## config.mk

```make
export PLATFORM = sky130hd
export DESIGN_NAME = standby_mode_sequencer
export DESIGN_NICKNAME = d
export VERILOG_FILES = /design/src/rtl/standby_mode_sequencer.sv
export SDC_FILE = /design/constraint.sdc
export NUM_CORES = 1
export LEC_CHECK = 0
export CAP_MARGIN = 40
export CORE_MARGIN = 2
export CORE_UTILIZATION = 48
export CTS_CLUSTER_SIZE = 12
export DETAILED_ROUTE_END_ITERATION = 6
export PLACE_DENSITY = 0.76
export SYNTH_ARGS = -nofsm -noshare
export SYNTH_HDL_FRONTEND = slang
export SYNTH_SLANG_ARGS = --single-unit
```

## constraint.sdc

```tcl
create_clock -name clk_i -period 2.16 [get_ports clk_i]
set_clock_uncertainty 0.05 [all_clocks]
set_input_delay 0.432 -clock clk_i [delete_from_list [all_inputs] [get_ports clk_i]]
set_output_delay 0.432 -clock clk_i [all_outputs]
set_load 0.01 [all_outputs]
```

## src/rtl/standby_mode_sequencer.sv

```systemverilog
// -----------------------------------------------------------------------------
// standby_mode_sequencer
//
// Hands the target-transaction interface over between an I2C and an I3C
// standby controller. A mode switch waits for the bus to be idle for
// t_bus_idle_i cycles, then holds both controllers disabled for GapCycles
// cycles before the new mode is enabled and the TTI mux is flipped.
//
// Parameters
//   GapCycles      cycles with both controllers disabled during a switch (1..15)
//   TimeoutCycles  WAIT_IDLE bound, only with STANDBY_SEQ_TIMEOUT_EN defined
//
// Optional feature macro: STANDBY_SEQ_TIMEOUT_EN
//   defined   -> a switch stuck waiting for idle is forced after TimeoutCycles
//   undefined -> WAIT_IDLE is unbounded and timeout_o is tied low
//
// Ports
//   clk_i             clock
//   rst_i             synchronous active-high reset
//   i2c_standby_en_i  I2C standby mode requested
//   i3c_standby_en_i  I3C standby mode requested (wins over I2C)
//   bus_start_i       START pulse from the active controller
//   bus_stop_i        STOP pulse from the active controller
//   scl_i, sda_i      sampled bus lines
//   t_bus_idle_i      required idle duration in clk_i cycles
//   sel_i3c_o         TTI mux select, 1 = I3C controller
//   i2c_en_o          I2C standby controller enable
//   i3c_en_o          I3C standby controller enable
//   switching_o       a mode switch is in progress
//   mode_change_o     one-cycle pulse when a new mode takes effect
//   req_conflict_o    both mode requests are set
//   timeout_o         one-cycle pulse when a switch was forced by timeout
// -----------------------------------------------------------------------------
module standby_mode_sequencer #(
  parameter int unsigned GapCycles     = 2,
  parameter int unsigned TimeoutCycles = 65535
) (
  input  logic        clk_i,
  input  logic        rst_i,
  input  logic        i2c_standby_en_i,
  input  logic        i3c_standby_en_i,
  input  logic        bus_start_i,
  input  logic        bus_stop_i,
  input  logic        scl_i,
  input  logic        sda_i,
  input  logic [19:0] t_bus_idle_i,
  output logic        sel_i3c_o,
  output logic        i2c_en_o,
  output logic        i3c_en_o,
  output logic        switching_o,
  output logic        mode_change_o,
  output logic        req_conflict_o,
  output logic        timeout_o
);

  typedef enum logic [1:0] {
    ST_OFF       = 2'd0,
    ST_RUN       = 2'd1,
    ST_WAIT_IDLE = 2'd2,
    ST_GAP       = 2'd3
  } state_t;

  typedef enum logic [1:0] {
    MODE_OFF = 2'd0,
    MODE_I2C = 2'd1,
    MODE_I3C = 2'd2
  } mode_t;

  localparam logic [3:0]  GAP_LAST = 4'(GapCycles - 1);
  localparam logic [15:0] TO_LAST  = 16'(TimeoutCycles - 1);

  state_t      r_state;
  state_t      w_state_nxt;
  mode_t       r_cur;
  mode_t       w_cur_nxt;
  mode_t       w_req;
  logic        r_busy;
  logic        w_busy_nxt;
  logic [19:0] r_idle_cnt;
  logic [19:0] w_idle_cnt_nxt;
  logic        w_bus_idle;
  logic [3:0]  r_gap_cnt;
  logic [3:0]  w_gap_cnt_nxt;
  logic        r_mode_change;
  logic        w_mode_change_nxt;
  logic        w_force_timeout;
`ifdef STANDBY_SEQ_TIMEOUT_EN
  logic [15:0] r_wait_cnt;
  logic [15:0] w_wait_cnt_nxt;
  logic        r_timeout;
`else
  logic [15:0] w_unused_timeout;
`endif

  // Requested mode: I3C has priority over I2C.
  always_comb begin
    w_req = MODE_OFF;
    if (i3c_standby_en_i) begin
      w_req = MODE_I3C;
    end else if (i2c_standby_en_i) begin
      w_req = MODE_I2C;
    end
  end

  // START wins over a STOP in the same cycle, so the bus stays busy.
  always_comb begin
    w_busy_nxt = r_busy;
    if (bus_start_i) begin
      w_busy_nxt = 1'b1;
    end else if (bus_stop_i) begin
      w_busy_nxt = 1'b0;
    end
  end

  // Idle counter follows the updated busy flag so that a START (even one
  // paired with a STOP) never counts as an idle cycle.
  always_comb begin
    w_idle_cnt_nxt = '0;
    if (!w_busy_nxt && scl_i && sda_i) begin
      if (r_idle_cnt < t_bus_idle_i) begin
        w_idle_cnt_nxt = r_idle_cnt + 20'd1;
      end else begin
        w_idle_cnt_nxt = t_bus_idle_i;
      end
    end
  end

  // The busy term makes a zero idle requirement mean "not busy".
  assign w_bus_idle = !r_busy && (r_idle_cnt >= t_bus_idle_i);

  // Next-state logic.
  always_comb begin
    w_state_nxt       = r_state;
    w_cur_nxt         = r_cur;
    w_gap_cnt_nxt     = r_gap_cnt;
    w_mode_change_nxt = 1'b0;
    w_force_timeout   = 1'b0;
`ifdef STANDBY_SEQ_TIMEOUT_EN
    w_wait_cnt_nxt    = '0;
`endif
    case (r_state)
      ST_OFF, ST_RUN: begin
        if (w_req != r_cur) begin
          w_state_nxt = ST_WAIT_IDLE;
        end
      end
      ST_WAIT_IDLE: begin
        if (w_req == r_cur) begin
          // Request reverted: resume the current mode without a gap.
          w_state_nxt = (r_cur == MODE_OFF) ? ST_OFF : ST_RUN;
        end else if (w_bus_idle) begin
          w_state_nxt   = ST_GAP;
          w_gap_cnt_nxt = '0;
        end
`ifdef STANDBY_SEQ_TIMEOUT_EN
        else if (r_wait_cnt == TO_LAST) begin
          w_state_nxt     = ST_GAP;
          w_gap_cnt_nxt   = '0;
          w_force_timeout = 1'b1;
        end else begin
          w_wait_cnt_nxt = r_wait_cnt + 16'd1;
        end
`endif
      end
      ST_GAP: begin
        // Gap length is fixed; a request change here only picks the mode
        // that is loaded on exit.
        if (r_gap_cnt == GAP_LAST) begin
          w_cur_nxt         = w_req;
          w_state_nxt       = (w_req == MODE_OFF) ? ST_OFF : ST_RUN;
          w_mode_change_nxt = 1'b1;
        end else begin
          w_gap_cnt_nxt = r_gap_cnt + 4'd1;
        end
      end
      default: begin
        w_state_nxt = ST_OFF;
      end
    endcase
  end

  // State and control registers.
  always_ff @(posedge clk_i) begin
    if (rst_i) begin
      r_state       <= ST_OFF;
      r_cur         <= MODE_OFF;
      r_busy        <= 1'b0;
      r_idle_cnt    <= '0;
      r_gap_cnt     <= '0;
      r_mode_change <= 1'b0;
    end else begin
      r_state       <= w_state_nxt;
      r_cur         <= w_cur_nxt;
      r_busy        <= w_busy_nxt & ~w_force_timeout;
      r_idle_cnt    <= w_idle_cnt_nxt;
      r_gap_cnt     <= w_gap_cnt_nxt;
      r_mode_change <= w_mode_change_nxt;
    end
  end

`ifdef STANDBY_SEQ_TIMEOUT_EN
  always_ff @(posedge clk_i) begin
    if (rst_i) begin
      r_wait_cnt <= '0;
      r_timeout  <= 1'b0;
    end else begin
      r_wait_cnt <= w_wait_cnt_nxt;
      r_timeout  <= w_force_timeout;
    end
  end

  assign timeout_o = r_timeout;
`else
  assign w_unused_timeout = TO_LAST;
  assign timeout_o        = 1'b0;
`endif

  // Enables keep their running values while waiting for idle and drop only
  // for the gap.
  assign sel_i3c_o      = (r_cur == MODE_I3C);
  assign i2c_en_o       = (r_state != ST_GAP) && (r_cur == MODE_I2C);
  assign i3c_en_o       = (r_state != ST_GAP) && (r_cur == MODE_I3C);
  assign switching_o    = (r_state == ST_WAIT_IDLE) || (r_state == ST_GAP);
  assign mode_change_o  = r_mode_change;
  assign req_conflict_o = i2c_standby_en_i && i3c_standby_en_i;

endmodule

```

==> results of run 1 <==
state kept, by name, summed over array words and instances, names as in the netlist:
| signal | cells |
|---|---|
| r_idle_cnt | 20 |
| r_state | 2 |
| mode_change_o | 1 |
| r_cur | 2 |
| r_gap_cnt | 4 |
| r_busy | 1 |
synthesized netlist by cell type, drive strengths merged, types with 3 or more instances:
cell    instances  area share (%)
buf             4             1.3
nand4           9             2.7
a211oi         22             8.2
a31oi           3            0.91
dfxtp          30              29
xor2           13             5.5
and2            4             1.2
o21ai           6             1.4
inv            25             4.5
mux2i           3             1.4
nand2          11             2.0
a21oi          11             2.7
ha             23              14
xnor2           6             2.5
nor2b           3            0.91
nor3            4            0.97
clkbuf          7             1.3
nor2           38             6.9
nand3          10             2.4
layout by cell type, fill, tap and decap left out, drive strengths merged, types with 4 or more instances in the layout:
cell type / netlist / final
nor3: 4 / 4
o21ai: 6 / 6
ha: 23 / 23
dfxtp: 30 / 30
a211oi: 22 / 22
xor2: 13 / 13
clkbuf: 7 / 10
and2: 4 / 4
xnor2: 6 / 6
nor2: 38 / 38
nand2: 11 / 11
clkdlybuf4s15: 0 / 5
inv: 25 / 25
nand4: 9 / 9
clkdlybuf4s50: 0 / 12
a21oi: 11 / 11
nand3: 10 / 10
buf: 4 / 56
dlygate4sd2: 0 / 4
per-stage QoR:
step	hold slack [ns]	area (µm²)
2_1_floorplan	0.4273	2192
3_3_place_gp	0.4507	2846
5_1_grt	0.3912	3309
4_1_cts	0.3747	3277
6_report	0.3901	3309
3_5_place_dp	0.4663	2846
layer usage:
layer	share of wire (%)	GRT usage, %	vias up	wire length, µm
li1	-	-	1061	-
met1	40	29.83	1054	2576
met2	51	49.68	80	3285
met3	4.7	5.959	29	299
met4	4.0	12.39	0	259
met5	0	0	-	0
power by group through the flow:
| stage | Sequential, W | Combinational [W] | Clock [W] |
|---|---|---|---|
| detailed placement | 0.000573 | 0.000160 | 0 |
| global route | 0.000562 | 0.000192 | 0.000468 |
| floorplan | 0.000571 | 0.0000671 | 0 |
| CTS | 0.000561 | 0.000165 | 0.000438 |
| finish | 0.000561 | 0.000173 | 0.000439 |
| global placement | 0.000573 | 0.000156 | 0 |
path summary, 6_finish.rpt:
kind	start	end	slack (ns)	cells after the start
worst min-delay path	t_bus_idle_i[15]	r_idle_cnt[15]	0.39	3
worst max register to register	r_idle_cnt[13]	r_gap_cnt[1]	-0.18	9
worst min register to register	r_gap_cnt[1]	r_gap_cnt[1]	0.47	2
worst max-delay path	r_idle_cnt[13]	r_gap_cnt[1]	-0.18	9
worst register-to-register path: cells and delay by family, from the launching register on:
family	cells	cell delay, ns
AO/OA/AOI/OAI	6	1.29
flip-flops	1	0.34
buffers and inverters	2	0.32
adder cells (fa/ha/maj)	1	0.24
logic make-up after synthesis:
kind of cell,after synthesis,synth area share [%]
xor gates and xnor gates,19,8.027
and+or+nand+nor,92,21.67
muxes,3,1.448
AOI/OAI and AO/OA,54,18.71
DFF,30,28.97
buffers and inverters,36,7.121
adders and majority gates,23,13.88
other,1,0.1809
area by class of cell:
class | instances | area [µm²]
Tap cell | 50 | 62.56
Inverter | 25 | 103.9
Multi-Input combinational cell | 192 | 1778
Clock buffer | 7 | 76.32
Fill cell | 252 | 777.0
Timing Repair Buffer | 80 | 678.2
Sequential cell | 30 | 610.6
repair_timing:
action                                  4_1_cts  5_1_grt
resized for setup                           116       30
endpoints found under the hold margin         0        0
gates cloned                                  2        0
buffers inserted                              5        3
pin swaps                                    27       14
endpoints found under the setup margin       26       26
==> results.json, run 1 <==
{
  "fmax_ghz": 0.4267,
  "cp_cell_sequence": "ha_4, a211oi_2, o21bai_1, a211o_1, a2111oi_4, buf_6, buf_6, a31oi_4, o31ai_2",
  "route.vias.total": 2224,
  "hold_violations": 0,
  "cts-buffers-inserted": 5,
  "clockPowerShare_pct": 37.4,
  "core_um2": 4086,
  "finalMaxSlewViolations": 0,
  "hpwlAfterDp_mm": 3.814,
  "setup_ws_ns": -0.1838,
  "ys_async_sr_fraction_pct": 0,
  "ys_warn_count": 0,
  "grt_use_total_pct": 27.20,
  "fin_crit_ns": 2.344,
  "tightest_slew_ns": 0.5508,
  "tns_ns": -2.197,
  "crit_type": "reg2reg",
  "post-place-cells": 372,
  "grt_max_degree": 21,
  "outcome": "finished with violations",
  "clkSlewWorstSetupHoldPaths_ns": 0.07,
  "start_util_pct": 50.73,
  "drtIter0Drc": 131,
  "place_ws_ns": -0.8623,
  "cpMostUsedCell": "buf_6",
  "slowest_delay_ns": 0.34,
  "cts-hold-fix-buffers": 0,
  "slew-limit-headroom_pct": 62.89,
  "clock_latency_ns": 0.29,
  "grt_pass1_wl_mm": 10.72,
  "p_seq_share_pct": 47.8,
  "viasPerCell": 5.792,
  "startpoint_type": "flop",
  "p_int_w": 0.0008657,
  "syn_avg_cell_area_um2": 8.036,
  "drc_errors": 0,
  "clock-sinks": 30,
  "n_antenna_cell": 0,
  "ys_ff_latch": 30,
  "gp_congestion": 0.8040,
  "wl_mm": 6.420,
  "overflow": 0,
  "synth_area_um2": 2073,
  "worstPathRequired_ns": 2.30,
  "die_h_um": 69.72,
  "synth_edf_count": 0,
  "final_nets": 385,
  "peakVddDrop_mv": 0.3093,
  "final_layout_size_suffix_gt1_share_pct": 45.51,
  "final_core_util_pct": 80.99,
  "clockBufferDepth": 2,
  "seq_area_frac_synth_pct": 28.97,
  "die_area_um2": 4861,
  "drtAntennaViolNets": 0,
  "cts_tree": "done",
  "slowest_stage": "dfxtp_2",
  "critPathMaxFanout": 6,
  "drt_first_pass_iters": 4,
  "syn-num-nets": 309,
  "cp-end-kind": "flop",
  "min_path_type": "in2reg",
  "die_x_um": 69.72,
  "p_per_area_nw_per_um2": 354.6,
  "io_pins": 35,
  "area_growth_pct": 59.63,
  "cp_num_buf_inv": 2,
  "rows": 23,
  "design_power_total_w": 0.001173,
  "antenna_found_initial": 0,
  "post-route-period-util_pct": 108.5,
  "setup_viol": 25,
  "crit_family": "compound AO/OA/AOI/OAI gates",
  "ys_types": 41,
  "p_leak_nw": 1.291,
  "clock-root-buffer": "clkbuf_8",
  "rsz0062_at_grt": "yes",
  "routedWlPerCell_um": 16.72,
  "synthCells": 258,
  "p_sw_w": 0.0003077,
  "sw_frac_of_total_pct": 26.22,
  "violations": "setup timing",
  "portBuffers": 33,
  "grt_pass1_vias": 2381,
  "stdcell_count": 384,
  "synth_ff_type": "dfxtp_1",
  "cts.htree.levels": 2,
  "max-cap-violations": 0,
  "arrival_ns": 2.49,
  "combinationalPowerShare_pct": 14.8
}
Power figures use the tool's default switching activity.
==> run 2: changes to the inputs <==
- CORE_UTILIZATION: 48 -> 50
- CTS_BUF_LIST: unset -> sky130_fd_sc_hd__clkbuf_8
- CTS_CLUSTER_SIZE: 12 -> unset
- PLACE_DENSITY: 0.76 -> 0.79
==> run 2 against run 1 <==
Against the previous run: the run still ends with setup timing left; core utilization up 1.2 points; critical path depth unchanged; via count down 2.3%; clock power up 13%; routed wire length down 0.51%; hold slack worse by 0.042 ns; die area down 3.8%; non-clock buffer count down 2; sequential power about the same; largest cell class unchanged; highest routed layer unchanged.
==> results.json, run 2 (synthesis gave the netlist of run 1 again) <==
{
  "route.vias.total": 2172,
  "arrival_ns": 2.42,
  "grt_use_total_pct": 28.55,
  "hpwlAfterDp_mm": 3.739,
  "outcome": "finished with violations",
  "cts-buffers-inserted": 5,
  "drtAntennaViolNets": 0,
  "crit_type": "reg2reg",
  "start_util_pct": 51.83,
  "die_h_um": 68.40,
  "antenna_found_initial": 0,
  "top_regs": "r_idle_cnt x20, r_gap_cnt x4",
  "clock-root-buffer": "clkbuf_8",
  "p_leak_nw": 1.310,
  "cts-hold-fix-buffers": 0,
  "portBuffers": 33,
  "finalMaxSlewViolations": 0,
  "die_x_um": 68.40,
  "critPathMaxFanout": 5,
  "startpoint_type": "flop",
  "violations": "setup timing",
  "drtIter0Drc": 128,
  "viasPerCell": 5.671,
  "peakVddDrop_mv": 0.3303,
  "top_register": "r_idle_cnt",
  "clkSlewWorstSetupHoldPaths_ns": 0.07,
  "clockBufferDepth": 2,
  "core_um2": 4000,
  "gr-usage-met3_pct": 6.414,
  "worstPathRequired_ns": 2.28,
  "die_area_um2": 4678,
  "slew-limit-headroom_pct": 61.87,
  "final_cell_mix": "nor2_1 (35), buf_4 (35), dfxtp_1 (24), a211oi_2 (19), ha_4 (16)",
  "drc_errors": 0,
  "rsz0062_at_grt": "yes",
  "setup_ws_ns": -0.1382,
  "max-cap-violations": 0,
  "drt_first_pass_iters": 4,
  "clock_latency_ns": 0.29,
  "area_growth_pct": 58.60,
  "grtUsageMet1_pct": 32.97,
  "grt_pass1_vias": 2156,
  "cts_tree": "done",
  "post-route-period-util_pct": 106.4,
  "min_path_type": "in2reg",
  "p_per_area_nw_per_um2": 370.7,
  "setup_viol": 25,
  "cp-end-kind": "flop",
  "place_ws_ns": -0.9031,
  "routedWlPerCell_um": 16.68,
  "io_pins": 35,
  "grtUsageMet2_pct": 47.72,
  "wl_mm": 6.387,
  "rows": 23,
  "overflow": 0,
  "grt_busiest_layer": "met2",
  "final_nets": 383,
  "tightest_slew_ns": 0.5660,
  "n_antenna_cell": 0,
  "hold_violations": 0,
  "grt_pass1_wl_mm": 9.922,
  "largest_reg_flops": 20,
  "fmax_ghz": 0.4351,
  "grt_max_degree": 21,
  "fin_crit_ns": 2.298,
  "gp_congestion": 0.7689,
  "cts.htree.levels": 2,
  "tns_ns": -2.101,
  "clock-sinks": 30,
  "final_layout_size_suffix_gt1_share_pct": 42.64
}
run 2: cell types whose count changed in the layout (fill, tap and decap cells not counted), moves of 3 or more:
cell / previous run / this run
buf_4: 40 / 35
nor2_4: 8 / 0
nor2_1: 27 / 35
dfxtp_2: 8 / 5
run 2: per-stage QoR:
stage          std cells  cell area (µm²)  hold WS [ns]   power, W  util [%]
2_1_floorplan        258             2192        0.4273  0.0006385         -
3_3_place_gp         366             2801        0.4517  0.0007242     70.03
3_5_place_dp         366             2801        0.4520  0.0007268     70.03
4_1_cts              382             3236        0.3550   0.001207     80.89
5_1_grt              383             3288        0.3726   0.001259     82.20
6_report             383             3288        0.3483   0.001219     82.20
run 2: final timing paths:
| path | start | endpoint | slack (ns) | depth (start not counted) |
|---|---|---|---|---|
| worst max-delay path | r_idle_cnt[11] | r_idle_cnt[1] | -0.14 | 9 |
| worst max register to register | r_idle_cnt[11] | r_idle_cnt[1] | -0.14 | 9 |
| worst min-delay path | t_bus_idle_i[1] | r_idle_cnt[1] | 0.35 | 3 |
| worst min register to register | r_gap_cnt[1] | r_gap_cnt[1] | 0.47 | 2 |
run 2: final cells by class:
type / count / area, µm²
clock buffers: 6 / 82.58
fillers: 228 / 711.9
multi-input cells: 192 / 1690
inverters: 25 / 103.9
well taps: 50 / 62.56
flip-flops and latches: 30 / 610.6
clock inverters: 2 / 12.51
repair buffers: 78 / 725.7
run 2: critical path, cell delays in order, from the launching register on:
cell and delay, ns:
dfxtp_2 0.37, ha_4 0.22, a21oi_4 0.16, o21ai_2 0.08
a211o_1 0.30, a2111oi_4 0.44, buf_6 0.20, buf_8 0.12
mux2i_1 0.18, nor2_1 0.05
run 2: report_power, final:
group,switching (W),internal (W),leakage [nW]
Combinational,0.0000823,0.0000833,1.02
Clock,0.000239,0.000256,0.0472
Sequential,0.00000294,0.000556,0.246
run 2: per-layer routing:
metal  vias up  part of all wire, %  wire (µm)
met4         0                  3.4        220
met2        81                   51       3234
li1       1058                    -          -
met1      1006                   41       2611
met3        27                  5.0        320
met5         -                    0          0
run 2: timing repair:
item | CTS | global route
resized for setup | 113 | 23
buffers inserted | 3 | 3
pin swaps | 35 | 16
endpoints found under the setup margin | 25 | 25
gates cloned | 6 | 0
==> run 3: changes to the inputs <==
- SETUP_SLACK_MARGIN: unset -> 0.4
==> run 3 against run 2 <==
Against the previous run: the flow still finishes with violations (setup timing); routed wire length rose by 43%; core utilization rose by 5.9 points; critical endpoint unchanged; combinational power rose by 12%; via count rose by 16%; critical path depth rose by 3; count of clock-buffer cells in the layout did not move.
==> results.json, run 3 (synthesis gave the netlist of run 1 again) <==
{
  "outcome": "finished with violations",
  "violations": "setup timing",
  "hold_violations": 0,
  "cts-buffers-inserted": 5,
  "largest_reg_flops": 20,
  "min-delay-start": "t_bus_idle_i[7]",
  "reg2reg_depth": 10,
  "final_nets": 394,
  "drtAntennaViolNets": 0,
  "grt_pass1_vias": 2341,
  "top_register": "r_idle_cnt",
  "cp-end-kind": "flop",
  "rows": 23,
  "drc_errors": 0,
  "die_x_um": 68.40,
  "clock_latency_ns": 0.30,
  "fin_crit_ns": 2.571,
  "routedWlPerCell_um": 23.19,
  "p_int_w": 0.0008950,
  "place_ws_ns": -0.9332,
  "r2r_end": "r_idle_cnt[1]",
  "post-route-period-util_pct": 119.0,
  "final_layout_size_suffix_gt1_share_pct": 46.80,
  "hpwlAfterDp_mm": 3.995,
  "p_seq_share_pct": 44.9,
  "crit_type": "in2reg",
  "reg2reg_slack_ns": -0.38,
  "p_sw_w": 0.0003528,
  "setup_viol": 25,
  "drtIter0Drc": 292,
  "drt_first_pass_iters": 7,
  "final_common_cell": "buf_4",
  "clkSlewWorstSetupHoldPaths_ns": 0.07,
  "finalMaxSlewViolations": 0,
  "startpoint_type": "primary input",
  "die_h_um": 68.40,
  "worstPathRequired_ns": 2.29,
  "grt_pass1_wl_mm": 11.72,
  "p_leak_nw": 1.440,
  "arrival_ns": 2.70,
  "critPathMaxFanout": 7,
  "clock-sinks": 30,
  "cts_tree": "done",
  "viasPerCell": 6.387,
  "r2r_start": "r_idle_cnt[18]",
  "antenna_found_initial": 0,
  "sw_frac_of_total_pct": 28.27,
  "grt_max_degree": 21,
  "tightest_slew_ns": 0.6864,
  "peakVddDrop_mv": 0.6281,
  "combinationalPowerShare_pct": 14.9,
  "route.vias.total": 2523,
  "area_growth_pct": 69.95,
  "max-cap-violations": 0,
  "min_path_type": "in2reg",
  "grt_use_total_pct": 35.01,
  "clock-root-buffer": "clkbuf_8",
  "wl_mm": 9.162,
  "cts.htree.levels": 2,
  "stdcell_count": 395,
  "final_cell_mix": "buf_4 (37), nor2_1 (27), dfxtp_1 (19), ha_4 (15), a211oi_2 (14)",
  "overflow": 0,
  "rsz0062_at_grt": "yes",
  "holdPathStages": 3,
  "gp_congestion": 0.8737,
  "core_um2": 4000,
  "start_util_pct": 51.83,
  "post-place-cells": 363,
  "clockBufferDepth": 2,
  "p_per_area_nw_per_um2": 354.1,
  "fmax_ghz": 0.3889,
  "top_regs": "r_idle_cnt x20, r_gap_cnt x4",
  "setup_ws_ns": -0.4114,
  "min_to": "r_idle_cnt[7]",
  "slew-limit-headroom_pct": 53.76,
  "portBuffers": 33,
  "clockPowerShare_pct": 40.1,
  "io_pins": 35,
  "die_area_um2": 4678
}
[run 3: changes by cell type in the layout (fill, tap and decap cells not counted), moves of 3 or more]
cell / previous run / this run
a211oi_1: 3 / 7
a211oi_2: 19 / 14
buf_2: 9 / 6
buf_12: 0 / 4
dlygate4sd2_1: 3 / 12
buf_6: 4 / 10
nor2_4: 0 / 7
dfxtp_2: 5 / 9
clkdlybuf4s50_1: 13 / 6
nor2_1: 35 / 27
dfxtp_1: 24 / 19
inv_2: 14 / 11
[run 3: worst max-delay path by stage]
stage / start / to / slack, ns / cells past startpoint
finish: t_bus_idle_i[18] / r_idle_cnt[1] / -0.41 / 12
detailed placement: t_bus_idle_i[13] / r_idle_cnt[2] / -0.93 / 10
global route: t_bus_idle_i[18] / r_idle_cnt[1] / -0.46 / 12
floorplan: t_bus_idle_i[13] / r_idle_cnt[0] / -0.03 / 9
global placement: t_bus_idle_i[13] / r_idle_cnt[1] / -0.83 / 10
CTS: r_idle_cnt[13] / r_idle_cnt[13] / -0.12 / 10
[run 3: final cells by class]
class / instances / area [µm²]
inverter: 25 / 106.4
timing repair buffer: 89 / 864.6
sequential: 30 / 619.3
tap: 50 / 62.56
multi-input combinational: 192 / 1773
clock inverter: 2 / 12.51
clock buffer: 6 / 82.58
antenna: 1 / 2.502
fill: 189 / 476.7
[run 3: timing repair]
item	4_1_cts	5_1_grt
gates cloned	3	1
resized for setup	117	48
setup buffers	12	7
hold buffers	0	0
setup endpoints to repair	30	28
pin swaps	22	20
[run 3: stage by stage]
step	cell area [µm²]	hold slack, ns	TNS (ns)	power (W)	utilization [%]
global placement	2779	0.4590	-18.39	0.0007217	69.47
global route	3521	0.3862	-9.151	0.001282	88.02
finish	3523	0.3849	-7.615	0.001248	88.08
CTS	3228	0.3586	-1.543	0.001203	80.70
floorplan	2192	0.4273	-0.1909	0.0006386	-
detailed placement	2779	0.4704	-20.44	0.0007251	69.47
[run 3: power groups by stage]
stage / clock network, W / logic, W / registers (W)
6_report: 0.000501 / 0.000186 / 0.000561
5_1_grt: 0.000527 / 0.000194 / 0.000561
4_1_cts: 0.000493 / 0.000148 / 0.000562
3_5_place_dp: 0 / 0.000152 / 0.000573
3_3_place_gp: 0 / 0.000149 / 0.000573
2_1_floorplan: 0 / 0.0000672 / 0.000571
[run 3: worst max-delay path, stage by stage]
cell and delay [ns]:
clkdlybuf4s15_1 0.25, inv_2 0.07, ha_4 0.23, buf_4 0.14, a21oi_1 0.21, a21boi_0 0.25, a2111oi_4 0.36, buf_6 0.20
buf_4 0.14, buf_12 0.12, mux2i_2 0.22, nor2_1 0.08
[run 3: routing by layer]
metal / routed length (µm) / GRT usage [%] / up-vias
met3: 806 / 10.03 / 73
met4: 644 / 15.25 / 0
li1: - / - / 1075
met1: 3321 / 40.56 / 1180
met2: 4388 / 59.50 / 195
met5: 0 / 0 / -
